### config.mk
export PLATFORM = sky130hd
export DESIGN_NAME = downcounter_dig2
export DESIGN_NICKNAME = d
export VERILOG_FILES = /design/src/rtl/downcounter_dig2.sv
export SDC_FILE = /design/constraint.sdc
export NUM_CORES = 1
export LEC_CHECK = 0
export CAP_MARGIN = 25
export CORE_ASPECT_RATIO = 1.25
export CORE_MARGIN = 4
export CORE_UTILIZATION = 41
export CTS_CLUSTER_DIAMETER = 120
export DETAILED_ROUTE_END_ITERATION = 10
export HOLD_SLACK_MARGIN = 0.03
export PLACE_DENSITY = 0.7
export SLEW_MARGIN = 20
export SYNTH_ARGS = -nofsm -noshare
export SYNTH_HDL_FRONTEND = slang
export SYNTH_SLANG_ARGS = --single-unit
### constraint.sdc
create_clock -name clk -period 4.8 [get_ports clk]
set_clock_uncertainty 0.15 [all_clocks]
set_input_delay 1.44 -clock clk [delete_from_list [all_inputs] [get_ports clk]]
set_output_delay 1.44 -clock clk [all_outputs]
set_load 0.005 [all_outputs]
### src/rtl/downcounter_dig2.sv
// -----------------------------------------------------------------------------
// downcounter_dig2 -- two-digit BCD countdown timer with run-control FSM.
//
// The tens and ones digits count down toward 00 on each enable tick while the
// FSM is in RUN. Reaching 00 from RUN raises a one-cycle registered expire
// pulse and parks the FSM in DONE. The only ways out of DONE are load_def and
// reset.
//
// Optional feature (macro DOWNCOUNTER_AUTORELOAD_EN):
//   When the macro is defined, a tick at 01 in RUN reloads the value most
//   recently captured by load_def. If no load_def has happened since reset,
//   the reset value is reloaded instead. The FSM stays in RUN and expire still
//   pulses. When the macro is undefined, the count stops in DONE and no
//   shadow registers exist.
//
// Ports:
//   clk         system clock, posedge active
//   rst_n       asynchronous active-low reset
//   tick        one-cycle count enable (honoured only in RUN)
//   start_stop  one-cycle pulse that toggles run/pause
//   load_def    synchronous load of def_tens/def_ones (clamped), forces IDLE
//   def_tens    tens load value
//   def_ones    ones load value
//   tens, ones  registered BCD digits
//   state       registered FSM state (IDLE=00, RUN=01, PAUSE=10, DONE=11)
//   expire      registered one-cycle pulse after the 01 -> 00 step
//   done        combinational, high while state == DONE
// -----------------------------------------------------------------------------
module downcounter_dig2 #(
   parameter int unsigned BCD_BIT_WIDTH = 4,
   parameter int unsigned ONES_MAX      = 9,
   parameter int unsigned TENS_MAX      = 5,
   parameter int unsigned RST_TENS      = 3,
   parameter int unsigned RST_ONES      = 0
) (
   input  logic                     clk,
   input  logic                     rst_n,
   input  logic                     tick,
   input  logic                     start_stop,
   input  logic                     load_def,
   input  logic [BCD_BIT_WIDTH-1:0] def_tens,
   input  logic [BCD_BIT_WIDTH-1:0] def_ones,
   output logic [BCD_BIT_WIDTH-1:0] tens,
   output logic [BCD_BIT_WIDTH-1:0] ones,
   output logic [1:0]               state,
   output logic                     expire,
   output logic                     done
);

   typedef enum logic [1:0] {
      IDLE  = 2'b00,
      RUN   = 2'b01,
      PAUSE = 2'b10,
      DONE  = 2'b11
   } state_t;

   localparam logic [BCD_BIT_WIDTH-1:0] ONES_MAX_V = BCD_BIT_WIDTH'(ONES_MAX);
   localparam logic [BCD_BIT_WIDTH-1:0] TENS_MAX_V = BCD_BIT_WIDTH'(TENS_MAX);
   localparam logic [BCD_BIT_WIDTH-1:0] RST_TENS_V = BCD_BIT_WIDTH'(RST_TENS);
   localparam logic [BCD_BIT_WIDTH-1:0] RST_ONES_V = BCD_BIT_WIDTH'(RST_ONES);
   localparam logic [BCD_BIT_WIDTH-1:0] ZERO_V     = '0;
   localparam logic [BCD_BIT_WIDTH-1:0] ONE_V      = BCD_BIT_WIDTH'(1);

   state_t                     state_q, state_d;
   logic [BCD_BIT_WIDTH-1:0]   tens_q, tens_d;
   logic [BCD_BIT_WIDTH-1:0]   ones_q, ones_d;
   logic                       expire_q, expire_d;

   logic [BCD_BIT_WIDTH-1:0]   load_tens, load_ones;
   logic                       at_one;
   logic                       at_zero;

   // Out-of-range load values saturate, so a digit can never hold a value
   // above 9 and tens stays within the display range (59 max for seconds).
   assign load_tens = (def_tens > TENS_MAX_V) ? TENS_MAX_V : def_tens;
   assign load_ones = (def_ones > ONES_MAX_V) ? ONES_MAX_V : def_ones;

   assign at_one  = (tens_q == ZERO_V) && (ones_q == ONE_V);
   assign at_zero = (tens_q == ZERO_V) && (ones_q == ZERO_V);

`ifdef DOWNCOUNTER_AUTORELOAD_EN
   logic [BCD_BIT_WIDTH-1:0] shadow_tens_q, shadow_ones_q;

   // The shadow registers hold the last clamped load. They start at the
   // reset value so a wrap before any load_def returns to the reset count.
   always_ff @(posedge clk or negedge rst_n) begin
      if (!rst_n) begin
         shadow_tens_q <= RST_TENS_V;
         shadow_ones_q <= RST_ONES_V;
      end else if (load_def) begin
         shadow_tens_q <= load_tens;
         shadow_ones_q <= load_ones;
      end
   end
`endif

   // Next-state and next-digit logic. Priority is load_def, then start_stop,
   // then tick. start_stop and tick are only meaningful in some states.
   always_comb begin
      // NOTE: every output of this block gets a default first, so no path
      // through the case statement can leave a signal unassigned and infer
      // a latch.
      state_d  = state_q;
      tens_d   = tens_q;
      ones_d   = ones_q;
      expire_d = 1'b0;

      if (load_def) begin
         tens_d  = load_tens;
         ones_d  = load_ones;
         state_d = IDLE;
      end else begin
         unique case (state_q)
            IDLE: begin
               if (start_stop) begin
                  // A zero start goes straight to DONE, with no expire.
                  state_d = at_zero ? DONE : RUN;
               end
            end

            RUN: begin
               if (tick) begin
                  if (at_one) begin
`ifdef DOWNCOUNTER_AUTORELOAD_EN
                     tens_d   = shadow_tens_q;
                     ones_d   = shadow_ones_q;
                     expire_d = 1'b1;
                     state_d  = start_stop ? PAUSE : RUN;
`else
                     // Reaching 00 has priority over a simultaneous pause.
                     ones_d   = ZERO_V;
                     expire_d = 1'b1;
                     state_d  = DONE;
`endif
                  end else begin
                     if (ones_q == ZERO_V) begin
                        ones_d = ONES_MAX_V;
                        tens_d = tens_q - ONE_V;
                     end else begin
                        ones_d = ones_q - ONE_V;
                     end
                     if (start_stop) begin
                        state_d = PAUSE;
                     end
                  end
               end else if (start_stop) begin
                  state_d = PAUSE;
               end
            end

            PAUSE: begin
               // A tick in the resume cycle is not counted.
               if (start_stop) begin
                  state_d = RUN;
               end
            end

            DONE: begin
               // Hold until load_def or reset.
            end

            default: begin
               state_d = IDLE;
            end
         endcase
      end
   end

   // NOTE: state registers use non-blocking assignments, so every register
   // samples the values from before this clock edge, regardless of the order
   // in which the simulator evaluates the always blocks.
   always_ff @(posedge clk or negedge rst_n) begin
      if (!rst_n) begin
         state_q  <= IDLE;
         tens_q   <= RST_TENS_V;
         ones_q   <= RST_ONES_V;
         expire_q <= 1'b0;
      end else begin
         state_q  <= state_d;
         tens_q   <= tens_d;
         ones_q   <= ones_d;
         expire_q <= expire_d;
      end
   end

   assign tens   = tens_q;
   assign ones   = ones_q;
   assign state  = state_q;
   assign expire = expire_q;
   assign done   = (state_q == DONE);

endmodule

Yosys cells after proc, flatten, opt, wreduce, memory -nomap -nowiden. Index checks and enable logic that the tools add are counted.

$lt $le $gt $ge: 2. Muxes and demuxes: 24. Add/subtract/negate cells: 2. Reductions and logical operators: 12. Equal/unequal tests: 7.

Operators with widths (number): two-way mux 4 bit (12); two-way mux 2 bit (7); logical NOT 4 bit (2); subtractor 4 x 1 -> 4 bit (second input constant) (2); inequality test 3 bit (second input constant) (2); case mux 2 bit (3 select lines) (1); nonzero test 2 bit (3); equality test 2 bit (second input constant) (2); equality test 4 x 1 -> 1 bit (second input constant) (1); greater-than comparator 4 x 3 -> 1 bit (second input constant) (1); greater-than comparator 4 bit (second input constant) (1); two-way mux 1 bit (4); AND reduction 4 bit (1); nonzero test 4 bit (1); AND reduction 3 bit (1); equality test 2 x 1 -> 1 bit (second input constant) (1); logical AND 1 bit (2); logical NOT 2 bit (1); inequality test 2 bit (second input constant) (1); AND reduction 2 bit (1).

Word-level logic and storage cells: 51. Flip-flop bits (word level): 11. Input bits: 13. Output and inout bits: 12.

Depth between registers and ports, before layout.
Word-level depth: 6. Gate-level depth with buffers: 6. Depth with buffers taken out: 6.

Worst setup path after synthesis. OpenSTA, ideal clock, no wires.

Path type: input to register. Start point: input port tick. End point: register tens_q[1], in the netlist tens[1]. Arrival time: 2.376 ns. Data required time: 4.575 ns. Setup time: 0.075 ns. Buffers on the path: 0. Cell stages on the path: 4. Slack: 2.199 ns. Cell sequence: nand2_1 > a211oi_4 > mux2_1 > mux2i_1.

Cells in the longest elaborated chain, start to end: 2.

Ends and longest elaborated chain: start, declared (line 38) `input logic tick,`; nonzero test 2 bit (no line); AND reduction 4 bit (no line); end signal, assigned (line 180) `tens_q <= tens_d;`; end, declared (line 65) `logic [BCD_BIT_WIDTH-1:0] tens_q, tens_d;`.

Every way passes these cells. A chain may end at the register's enable or synchronous reset.

Worst setup path after layout. Ends and elaborated chain as after synthesis.

==> summary.log <==
qor: pwr.leakagePower 0.454 nW
qor: pwr.power_frac_seq 0.354
qor: floorplan.floorplan.die_area 2780 sq um
qor: clock_network.cts.reportedPaths.clkPinSlew 0.07 ns
qor: pwr.p_int 0.232 mW
qor: sta.rsz_0062_raised_after_global_routing false
qor: layout.multi_input_comb_area 490 sq um
qor: drt.post_drt_wl_per_cell 12.6 um
qor: floorplan.core 1830 sq um
qor: worst_hold_path.hold_wc_path_type reg -> reg
qor: sta.max_slew_vio_count 0
qor: critical_path.ff2ff_path_depth 6
qor: run_status.result_of_the_run complete, no violations
qor: critical_path.path_delay_family buffers and inverters
qor: global_route.grt.overflow.total 0
qor: layout.final_layout_size_suffix_gt1_frac 0.0769
qor: drt.routed_wl 1.71 mm
qor: layout.area_delta_synth_final 34.6%
qor: pwr.pwr_cell_area 336 nW/um^2
qor: critical_path.crit_path_cells clkdlybuf4s50_1, nand2_1, a211oi_4, mux2_1, mux2i_1
qor: critical_path.critPathMaxStageDelay 0.49 ns
qor: critical_path.setup.worst_path.class in -> reg
qor: yosys.synthesis.instances 91
qor: yosys.yosys_most_used_dff sky130_fd_sc_hd__dfrtp_1
qor: clock_network.ctsHoldBuffers 0
qor: critical_path.critical_path.n_buffers_inverters 1
qor: sta.fin_crit_sh 0.614
qor: layout.fillers 155
qor: sta.min_period 2.95 ns
qor: worst_hold_path.min_delay_path_depth 2
qor: drt.detailroute.via_count 735
qor: yosys.synthArstFlopShare 1.00
qor: drt.detail_route.first_pass.iterations 4
qor: clock_network.insertion_delay 0.26 ns
qor: layout.diodes 0
qor: yosys.net_count_after_synthesis 112
qor: floorplan.fp.dieW 47.9 um
qor: clock_network.cts_num_sinks 11
qor: layout.finalNetCount 139
qor: clock_network.clockBufferDepth 2
qor: global_route.maximum_number_of_pins_on_one_net_before_global_route_repair 19
qor: pwr.vdd_drop_max 0.191 mV
qor: floorplan.placement_rows 17
qor: sta.final-hold-violation-count 0
qor: pwr.combPwrFrac 0.478
qor: critical_path.critical_path.max_fanout 8
qor: placement.gpl.final_weighted_congestion 0.743
qor: yosys.synth.lib_cells_used.distinct 34
qor: clock_network.post-cts-setup-buffer-count 0
qor: yosys.synth.cell_area 817 sq um
qor: clock_network.cts_made_buffers 3
qor: sta.worst_hold_slack 0.467 ns
qor: critical_path.crit_path_top_delay_cell sky130_fd_sc_hd__clkdlybuf4s50_1
qor: critical_path.critPathRequiredTime 4.84 ns
qor: floorplan.floorplan.initialDensity 0.447
qor: yosys.synth_sequential_area_ratio 0.340
qor: pwr.switching_power 0.138 mW
qor: sta.timing.setup.tns 0 ns
qor: yosys.postSynthAreaPerCell 8.98 sq um
qor: drt.antenna_violating_nets_post_route 0
qor: clock_network.htree_num_levels 1
qor: global_route.gr-usage-all-layers 0.142
qor: pwr.power.share.clock 0.168
qor: global_route.grt_antenna_before_repair 0
qor: drt.detail_route.iter0.violations 10
qor: clock_network.ctsResizeCount 0
qor: critical_path.slack_of_the_worst_reg_to_reg_path 2.66 ns
qor: yosys.yosys_warnings 0
qor: layout.sequential_cell_area 278 sq um
qor: critical_path.cp.arrival 2.99 ns
qor: sta.worst-slew-pin-transition 0.571 ns
qor: global_route.grt_pass1_vias 714
qor: pwr.netSwitchingFraction 0.373
qor: global_route.grt_first_pass_wirelength 2.95 mm
qor: critical_path.critical_path_cell_count 5
qor: drt.vias_per_cell 5.40
qor: clock_network.cts_root_buffer sky130_fd_sc_hd__clkbuf_4
qor: yosys.ys_ff_latch 11
qor: sta.setup_violations 0
qor: placement.numPortBuffers 24
qor: critical_path.critical_path.endpoint_type register
qor: drt.route.detailed.drc 0
qor: sta.maxSlewHeadroom 0.618
qor: sta.clock.fmax 339 MHz
qor: clock_network.cts_tree built
qor: floorplan.top_level_ports 25
qor: yosys.number_of_synthesized_flops_with_an_enable_pin 0
qor: placement.dp_hpwl 1.41 mm
qor: flow_run.timing.max_cap.violations 0
qor: critical_path.crit_path_start_kind primary input
qor: floorplan.die-height 57.9 um
[cell usage after synthesis, types with 2 or more instances]
library cell,n,area (sq um)
sky130_fd_sc_hd__nand2_1,7,26.3
sky130_fd_sc_hd__dfrtp_1,9,225
sky130_fd_sc_hd__clkbuf_1,2,7.51
sky130_fd_sc_hd__nor3b_1,2,15.0
sky130_fd_sc_hd__nor2_1,7,26.3
sky130_fd_sc_hd__a21oi_1,6,30.0
sky130_fd_sc_hd__nor3b_2,2,25.0
sky130_fd_sc_hd__nand3_1,3,15.0
sky130_fd_sc_hd__dfstp_2,2,52.6
sky130_fd_sc_hd__inv_1,11,41.3
sky130_fd_sc_hd__mux2i_1,2,20.0
sky130_fd_sc_hd__nor3_1,2,10.0
sky130_fd_sc_hd__a211o_1,3,26.3
sky130_fd_sc_hd__ha_1,8,100
sky130_fd_sc_hd__a32oi_1,2,17.5
sky130_fd_sc_hd__o21ai_0,5,25.0
[path summary, 6_finish.rpt]
| path | startpoint | to |
|---|---|---|
| worst max-delay path | tick | tens[1] |
| worst min-delay path | state[0] | state[0] |
| worst max register to register | ones[0] | tens[1] |
| worst min register to register | state[0] | state[0] |
| max in group asynchronous | rst_n | tens[0] |
| min in group asynchronous | rst_n | tens[2] |
[layout make-up]
class,instances,area share
multi-input cells,67,0.446
flip-flops and latches,11,0.253
repair buffers,24,0.218
inverters,11,0.0375
clock buffers,4,0.0239
well taps,19,0.0216
[per-stage QoR]
step / std cells / worst slack [ns] / power (mW) / instance area (sq um) / util
4_1_cts: 136 / 1.84 / 0.374 / 1100 / 0.601
6_report: 136 / 1.85 / 0.370 / 1100 / 0.601
3_3_place_gp: 132 / 1.60 / 0.306 / 1070 / 0.587
5_1_grt: 136 / 1.69 / 0.403 / 1100 / 0.601
2_1_floorplan: 91 / 2.20 / 0.240 / 817 / -
3_5_place_dp: 132 / 1.58 / 0.310 / 1070 / 0.587
[power by group through the flow]
stage	Clock, mW	Combinational, mW	Sequential, mW
6_report	0.0623	0.177	0.131
4_1_cts	0.0638	0.179	0.131
5_1_grt	0.0669	0.201	0.134
3_5_place_dp	0	0.177	0.133
3_3_place_gp	0	0.173	0.132
2_1_floorplan	0	0.110	0.130
[cells by family after synthesis]
group / after synthesis / synth area share
adder cells (fa/ha/maj): 8 / 0.123
XOR/XNOR: 1 / 0.0107
AO/OA/AOI/OAI: 25 / 0.221
multiplexers: 3 / 0.0383
buffers and inverters: 13 / 0.0597
AND/OR/NAND/NOR: 30 / 0.208
flip-flops: 11 / 0.340
[worst reg2reg max path, cell delays in order, from the launching register on]
cell and delay (ns):
sky130_fd_sc_hd__dfrtp_1 0.45, sky130_fd_sc_hd__inv_1 0.09, sky130_fd_sc_hd__ha_1 0.18, sky130_fd_sc_hd__or3b_4 0.42, sky130_fd_sc_hd__a211oi_4 0.30, sky130_fd_sc_hd__mux2_1 0.35
sky130_fd_sc_hd__mux2i_1 0.12
[state kept, by name, indices dropped and copies added, names as in the netlist]
signal  cells
ones        4
tens        4
state       2
expire      1
[per-layer routing]
metal,global-route usage,part of all wire
met5,0,0
met4,0.0462,0.017
met3,0.0217,0.056
met2,0.236,0.48
met1,0.180,0.45
[placed cells by master (no fill, tap or decap), drive strengths merged, types with 2 or more instances in the layout]
cell / synthesis / layout
a32oi: 2 / 2
a211o: 3 / 3
clkdlybuf4s50: 0 / 24
dfstp: 2 / 2
nand2: 7 / 7
mux2i: 2 / 2
a21oi: 6 / 6
clkbuf: 2 / 4
nor3b: 4 / 4
nor2: 7 / 7
inv: 11 / 11
o21ai: 6 / 6
nand3: 3 / 3
nor3: 2 / 2
dfrtp: 9 / 9
ha: 8 / 8
(Power assumes the default switching activity.)
